===== config.mk =====
export PLATFORM = sky130hd
export DESIGN_NAME = serial_borrow_subtractor
export DESIGN_NICKNAME = d
export VERILOG_FILES = /design/src/rtl/serial_borrow_subtractor.sv
export SDC_FILE = /design/constraint.sdc
export NUM_CORES = 1
export LEC_CHECK = 0
export CAP_MARGIN = 20
export CORE_ASPECT_RATIO = 0.8
export CORE_UTILIZATION = 50
export CTS_CLUSTER_SIZE = 10
export DETAILED_ROUTE_END_ITERATION = 16
export PLACE_DENSITY = 0.77
export SLEW_MARGIN = 20
export SYNTH_ARGS = -nofsm -noshare
export SYNTH_HDL_FRONTEND = slang
export SYNTH_SLANG_ARGS = --single-unit

===== constraint.sdc =====
create_clock -name clk -period 2.5 [get_ports clk]
set_input_delay 0.5 -clock clk [delete_from_list [all_inputs] [get_ports clk]]
set_output_delay 0.5 -clock clk [all_outputs]
set_load 0.02 [all_outputs]

===== src/rtl/serial_borrow_subtractor.sv =====
// Bit-serial subtractor: DIFF = A - B - BIN, one bit per clock, LSB first,
// through a single full-subtractor cell with a registered borrow.
module serial_borrow_subtractor #(
    parameter int WIDTH = 4
) (
    input  logic             clk,
    input  logic             rst_n,
    input  logic             start,
    input  logic [WIDTH-1:0] a,
    input  logic [WIDTH-1:0] b,
    input  logic             bin,
    output logic             busy,
    output logic             done,
    output logic [WIDTH-1:0] diff,
    output logic             bout
);

    localparam int CW = $clog2(WIDTH) + 1;

    typedef enum logic [1:0] {
        IDLE   = 2'd0,
        SHIFT  = 2'd1,
        FINISH = 2'd2
    } state_t;

    state_t           state, state_nxt;
    logic [WIDTH-1:0] a_sr, b_sr, res_sr;
    logic             brw;
    logic [CW-1:0]    cnt;

    logic             d_bit, brw_nxt, last;
    logic [WIDTH-1:0] res_nxt;

    // Full-subtractor cell on the current LSBs.
    assign d_bit   = a_sr[0] ^ b_sr[0] ^ brw;
    assign brw_nxt = (~a_sr[0] & b_sr[0]) | (~a_sr[0] & brw) | (b_sr[0] & brw);
    assign res_nxt = (res_sr >> 1) | (WIDTH'(d_bit) << (WIDTH - 1));
    assign last    = (cnt == CW'(WIDTH - 1));

    always_ff @(posedge clk or negedge rst_n) begin
        if (!rst_n) state <= IDLE;
        else        state <= state_nxt;
    end

    always_comb begin
        state_nxt = state;
        case (state)
            IDLE:    if (start) state_nxt = SHIFT;
            SHIFT:   if (last)  state_nxt = FINISH;
            FINISH:  state_nxt = IDLE;
            default: state_nxt = IDLE;
        endcase
    end

    assign busy = (state != IDLE);
    assign done = (state == FINISH);

    // Results are loaded on the final shift so they are already valid while DONE is high.
    always_ff @(posedge clk or negedge rst_n) begin
        if (!rst_n) begin
            a_sr   <= '0;
            b_sr   <= '0;
            res_sr <= '0;
            brw    <= 1'b0;
            cnt    <= '0;
            diff   <= '0;
            bout   <= 1'b0;
        end else begin
            case (state)
                IDLE: begin
                    if (start) begin
                        a_sr   <= a;
                        b_sr   <= b;
                        brw    <= bin;
                        res_sr <= '0;
                        cnt    <= '0;
                    end
                end
                SHIFT: begin
                    a_sr   <= a_sr >> 1;
                    b_sr   <= b_sr >> 1;
                    res_sr <= res_nxt;
                    brw    <= brw_nxt;
                    cnt    <= cnt + CW'(1);
                    if (last) begin
                        diff <= res_nxt;
                        bout <= brw_nxt;
                    end
                end
                default: ;
            endcase
        end
    end

endmodule


==> results.sh, run 1 <==
export IMPL_postSynth_asyncResetShare_pct=100
export IMPL_synth_cell_types=19
export IMPL_hold_buffers=0
export IMPL_drtAntennaViolNets=0
export IMPL_cts_max_path_buffers=2
export IMPL_fin_crit_ns=2.30
export IMPL_synth_area_um2=985
export IMPL_cp_end_kind="output port"
export IMPL_cpPeakStageDelay_ns=0.61
export IMPL_crit_chain="clkinv_1 > nand2_1 > clkdlybuf4s50_1"
export IMPL_synth_top_area_cell="dfrtp_1"
export IMPL_ys_top_cells_by_area="dfrtp_1 56%, o22ai_1 8.9%, mux2_2 4.6%, a21oi_1 4.1%, o21ai_0 4.1%"
export IMPL_cts_setup_buffers=0
export IMPL_dieArea_um2=2150
export IMPL_grt_pass1_wl_mm=3.35
export IMPL_routed_via_density=5.71
export IMPL_vdd_ir_drop_max_v=0.000867
export IMPL_synth_ff_type="dfrtp_1"
export IMPL_p_per_area_nw_per_um2=1300
export IMPL_synthToLayoutAreaGrowth_pct=23.0
export IMPL_ff2ff_path_depth=4
export IMPL_pin_count=19
export IMPL_gp_congestion=0.758
export IMPL_via_count=725
export IMPL_wire_per_inst_um=15.2
export IMPL_r2r_end="diff[0]"
export IMPL_cpMaxStageDelayCell="clkdlybuf4s50_1"
export IMPL_grt_pass1_vias=724
export IMPL_start_util_pct=56.6
export IMPL_criticalPathCategory="register to output port"
export IMPL_slew_headroom_pct=72.3
export IMPL_r2r_slack_ns=1.06
export IMPL_syn_inst=86
export IMPL_syn_num_nets=101
export IMPL_grt_max_degree=23
export IMPL_status="finished clean"
export IMPL_start_kind="register"
export IMPL_fillers=132
export IMPL_cts_buffers=3
export IMPL_cts_num_sinks=22
export IMPL_rsz0062_at_grt="no"
export IMPL_die_x_um=51.6
export IMPL_worstPathRequired_ns=2.00
export IMPL_track_usage_pct=21.6
export IMPL_slew_violations=0
export IMPL_finalSetupTns_ns=0
export IMPL_hp_start="cnt[2]"
export IMPL_worst_pin_slew_ns=0.414
export IMPL_fin_ws_ns=0.199
export IMPL_placed_cells=123
export IMPL_crit_buf_inv=2
export IMPL_drt_pass1_iterations=4
export IMPL_post_route_period_util_pct=92.0
export IMPL_yosysTopAreaCellShare_pct=55.9
export IMPL_crit_family="buffers and inverters"
export IMPL_synth_top_cells_by_count="22 x dfrtp_1, 14 x o22ai_1, 8 x a21oi_1, 8 x o21ai_0, 7 x nand2_1"
export IMPL_skew_ns=0.0126
export IMPL_arrival_ns=1.80
export IMPL_finalHoldViolCount=0
export IMPL_leakage_uw=0.000538
export IMPL_grt_overflow=0
export IMPL_clk_latency_ns=0.31
export IMPL_crit_fanout=9
export IMPL_fp_dieH_um=41.7
export IMPL_setup_viol_count_final=0
export IMPL_portBuffers=18
export IMPL_hp_class="register to register"
export IMPL_clkTransAtPathRegs_ns=0.13
export IMPL_cts_tree="yes"
export IMPL_synth_edf_count=0
export IMPL_h_tree_depth=1
export IMPL_antenna_found_initial=0
export IMPL_yosysMostFrequentCell="dfrtp_1"
export IMPL_hold_ws_ns=0.499
export IMPL_cap_violations=0
export IMPL_wl_mm=1.93
export IMPL_startpoint="state[1]"
export IMPL_r2r_start="cnt[0]"
export IMPL_core_um2=1740
export IMPL_diodes=0
export IMPL_syn_avg_cell_area_um2=11.4
export IMPL_fmax_mhz=435
export IMPL_synth_seq_cells=22
export IMPL_rows=13
export IMPL_first_iter_violations=9
export IMPL_cp_endpoint="busy"
export IMPL_drc_errors=0
export IMPL_final_cells=127
export IMPL_post_place_ws_ns=0.570
export IMPL_cp_depth=3
export IMPL_layout_nets=121
export IMPL_hold_depth=2
export IMPL_ys_warn_count=0
export IMPL_drive_above_1_share_pct=12.4
export IMPL_cts_root_buffer="clkbuf_4"
export IMPL_postCtsResizedCells=0
export IMPL_hpwlAfterDp_mm=1.36
export IMPL_ys_seq_area_share_pct=55.9
-- cells in the final DEF (no fill, tap or decap), types with 3 or more instances in the layout --
master,instances
a21oi_1,8
clkbuf_4,3
a22o_1,3
dfrtp_1,22
nand2_1,7
clkdlybuf4s50_1,18
mux2_2,4
nor2_1,3
o21ai_0,8
o22ai_1,14
inv_1,3
-- worst register-to-register path, cell delays in order, from the launching register on --
cell	delay, ns
dfrtp_1	0.41
ha_1	0.22
ha_1	0.23
nand3b_4	0.14
mux2_2	0.35
-- how the worst min path moves through the flow --
stage	end	slack, ns
2_1_floorplan	a_sr[0]	0.20
3_3_place_gp	cnt[2]	0.46
3_5_place_dp	cnt[2]	0.48
4_1_cts	cnt[2]	0.50
5_1_grt	b_sr[1]	0.54
6_report	cnt[2]	0.50
-- layout make-up --
cell class | instances | area (µm²) | share of cell area (%)
inverters | 5 | 18.8 | 1.55
clock inverters | 1 | 30.0 | 2.48
multi-input cells | 55 | 374 | 30.9
well taps | 22 | 27.5 | 2.27
repair buffers | 19 | 188 | 15.5
clock buffers | 3 | 22.5 | 1.86
flip-flops and latches | 22 | 551 | 45.5
-- state kept, by name (all words and copies together), names as in the netlist --
register and flops:
res_sr 3, diff 4, b_sr 4, state 2, brw 1, cnt 3, bout 1, a_sr 4
-- through the flow --
step	utilization, %	total power, µW	cell area, µm²
after floorplan	-	1110	985
after global placement	66.6	1270	1160
after detailed placement	66.6	1300	1160
after CTS	69.6	1580	1210
after global routing	69.6	1690	1210
final	69.6	1570	1210
-- layer usage --
layer  up-vias  wire (µm)  GRT usage, %
met5         -          0             0
met4         0         15          4.86
met3         2        105          7.69
met2        23        919          34.0
met1       352        887          28.7
li1        348          -             -
-- where the power goes --
| part | total (µW) | internal (µW) | switching, µW |
|---|---|---|---|
| clock network | 268 | 162 | 106 |
| registers | 650 | 519 | 132 |
| logic | 652 | 313 | 339 |
| total | 1570 | 994 | 577 |
-- cells by family (layout without fill, tap and decap cells) --
family / after synthesis / count (layout) / synth area share [%]
compound gates: 34 / 34 / 20.8
fa+ha+maj: 3 / 3 / 4.57
buf+inv: 9 / 28 / 6.10
flops: 22 / 22 / 55.9
mux: 4 / 4 / 4.57
simple gates: 14 / 14 / 8.01
Power figures use the tool's default switching activity.
==> inputs of run 2 (changes only) <==
Settings changed: GPL_TIMING_DRIVEN from default to 0, HOLD_SLACK_MARGIN from default to 0.03.
==> run 2 against run 1 <==
  * Worst setup slack lost 0.064 ns
  * First-iteration DRC count grew 130%
  * Wire length grew 2.3%
  * Final cell count grew 2.4%
  * Register-to-register slack is essentially flat
  * Maximum frequency shrank 2.7%
  * Die area is the same
  * Critical path type unchanged
  * Critical endpoint is now done
==> results.sh, run 2 (synthesized netlist as in run 1, its figures left out) <==
export IMPL_combPwrFrac_pct=45.7
export IMPL_cts_buffers=3
export IMPL_cap_violations=0
export IMPL_skew_ns=0.00249
export IMPL_grt_use_met3_pct=6.59
export IMPL_start_util_pct=56.6
export IMPL_slew_headroom_pct=68.4
export IMPL_final_util_pct=70.3
export IMPL_antenna_found_initial=0
export IMPL_cp_end_kind="output port"
export IMPL_power_share_clock_pct=13.1
export IMPL_pin_count=19
export IMPL_postCtsResizedCells=0
export IMPL_hold_buffers=0
export IMPL_sequentialPowerShare_pct=41.2
export IMPL_criticalPathCategory="register to output port"
export IMPL_cts_root_buffer="clkbuf_4"
export IMPL_core_um2=1740
export IMPL_first_iter_violations=21
export IMPL_vdd_ir_drop_max_v=0.000716
export IMPL_sw_frac_of_total_pct=37.8
export IMPL_p_total_uw=1530
export IMPL_cts_num_sinks=22
export IMPL_fillers=142
export IMPL_p_int_uw=954
export IMPL_crit_fanout=9
export IMPL_finalSetupTns_ns=0
export IMPL_placed_cells=126
export IMPL_start_kind="register"
export IMPL_track_usage_pct=21.9
export IMPL_finalHoldViolCount=0
export IMPL_worst_pin_slew_ns=0.474
export IMPL_wire_per_inst_um=15.2
export IMPL_drc_errors=0
export IMPL_via_count=740
export IMPL_die_x_um=51.6
export IMPL_worstPathRequired_ns=2.00
export IMPL_wl_mm=1.97
export IMPL_cts_setup_buffers=0
export IMPL_grt_overflow=0
export IMPL_clk_latency_ns=0.31
export IMPL_gp_congestion=0.819
export IMPL_h_tree_depth=1
export IMPL_grt_max_degree=23
export IMPL_fin_ws_ns=0.135
export IMPL_r2r_slack_ns=1.07
export IMPL_grt_pass1_wl_mm=3.41
export IMPL_status="finished clean"
export IMPL_layout_nets=124
export IMPL_clkTransAtPathRegs_ns=0.12
export IMPL_post_route_period_util_pct=94.6
export IMPL_arrival_ns=1.86
export IMPL_fin_crit_ns=2.36
export IMPL_synthToLayoutAreaGrowth_pct=24.3
export IMPL_met1_usage_pct=30.1
export IMPL_met2_usage_pct=33.5
export IMPL_p_per_area_nw_per_um2=1250
export IMPL_final_cells=130
export IMPL_rsz0062_at_grt="no"
export IMPL_drive_above_1_share_pct=15.7
export IMPL_slew_violations=0
export IMPL_largestRegisters="a_sr x4, b_sr x4, diff x4"
export IMPL_hpwlAfterDp_mm=1.39
export IMPL_hp_class="input port to async pin"
export IMPL_top_usage_layer="met2"
export IMPL_setup_viol_count_final=0
export IMPL_fmax_mhz=423
export IMPL_fp_dieH_um=41.7
export IMPL_drt_pass1_iterations=4
export IMPL_post_place_ws_ns=0.508
export IMPL_net_switching_power_uw=580
export IMPL_cts_tree="yes"
export IMPL_leakage_uw=0.000549
export IMPL_diodes=0
export IMPL_dieArea_um2=2150
export IMPL_rows=13
export IMPL_routed_via_density=5.69
export IMPL_ff2ff_path_depth=4
export IMPL_final_common_cell="dfrtp_1"
export IMPL_final_cell_mix="22 x dfrtp_1, 17 x clkdlybuf4s50_1, 14 x o22ai_1"
export IMPL_drtAntennaViolNets=0
export IMPL_grt_pass1_vias=704
export IMPL_cts_max_path_buffers=2
export IMPL_portBuffers=18
run 2: cell types whose count changed in the layout (fill, tap and decap cells not counted), sizes merged:
cell / before / now
buf: 1 / 4
clkbuf: 3 / 5
bufinv: 1 / 0
clkdlybuf4s50: 18 / 17
run 2: power by group through the flow:
stage / Combinational (µW) / Clock [µW] / Sequential (µW)
after floorplan: 449 / 0 / 657
after global placement: 676 / 0 / 631
after detailed placement: 706 / 0 / 639
after CTS: 706 / 201 / 632
after global routing: 795 / 219 / 654
final: 702 / 200 / 632
run 2: final cells by class:
type | instances | area (µm²) | area share (%)
repair buffers | 18 | 175 | 14.3
plain buffers | 4 | 41.3 | 3.37
clock buffers | 4 | 36.3 | 2.97
well taps | 22 | 27.5 | 2.25
multi-input cells | 55 | 374 | 30.6
inverters | 5 | 18.8 | 1.53
flip-flops and latches | 22 | 551 | 45.0
run 2: metal layers:
layer / share of wire (%) / up-vias
met5: 0 / -
met4: 1.2 / 0
met1: 46 / 362
met3: 5.6 / 4
met2: 47 / 22
li1: - / 352
run 2: final timing paths:
| check | endpoint | from |
|---|---|---|
| setup / recovery | done | state[1] |
| hold / removal | a_sr[3] | rst_n |
| setup reg to reg | diff[2] | cnt[0] |
| hold reg to reg | diff[3] | diff[3] |
| max in group asynchronous | a_sr[0] | rst_n |
| min in group clk | diff[3] | diff[3] |
run 2: worst max-delay path: stages, from the launching register on:
cell and delay, ns:
dfrtp_1 0.48, clkinv_1 0.28, nor2_1 0.17, clkdlybuf4s50_1 0.62
run 2: through the flow:
stage          cell area, µm²  hold WS, ns
2_1_floorplan             985        0.204
3_3_place_gp             1190        0.465
3_5_place_dp             1190        0.470
4_1_cts                  1230        0.498
5_1_grt                  1220        0.152
6_report                 1220        0.119
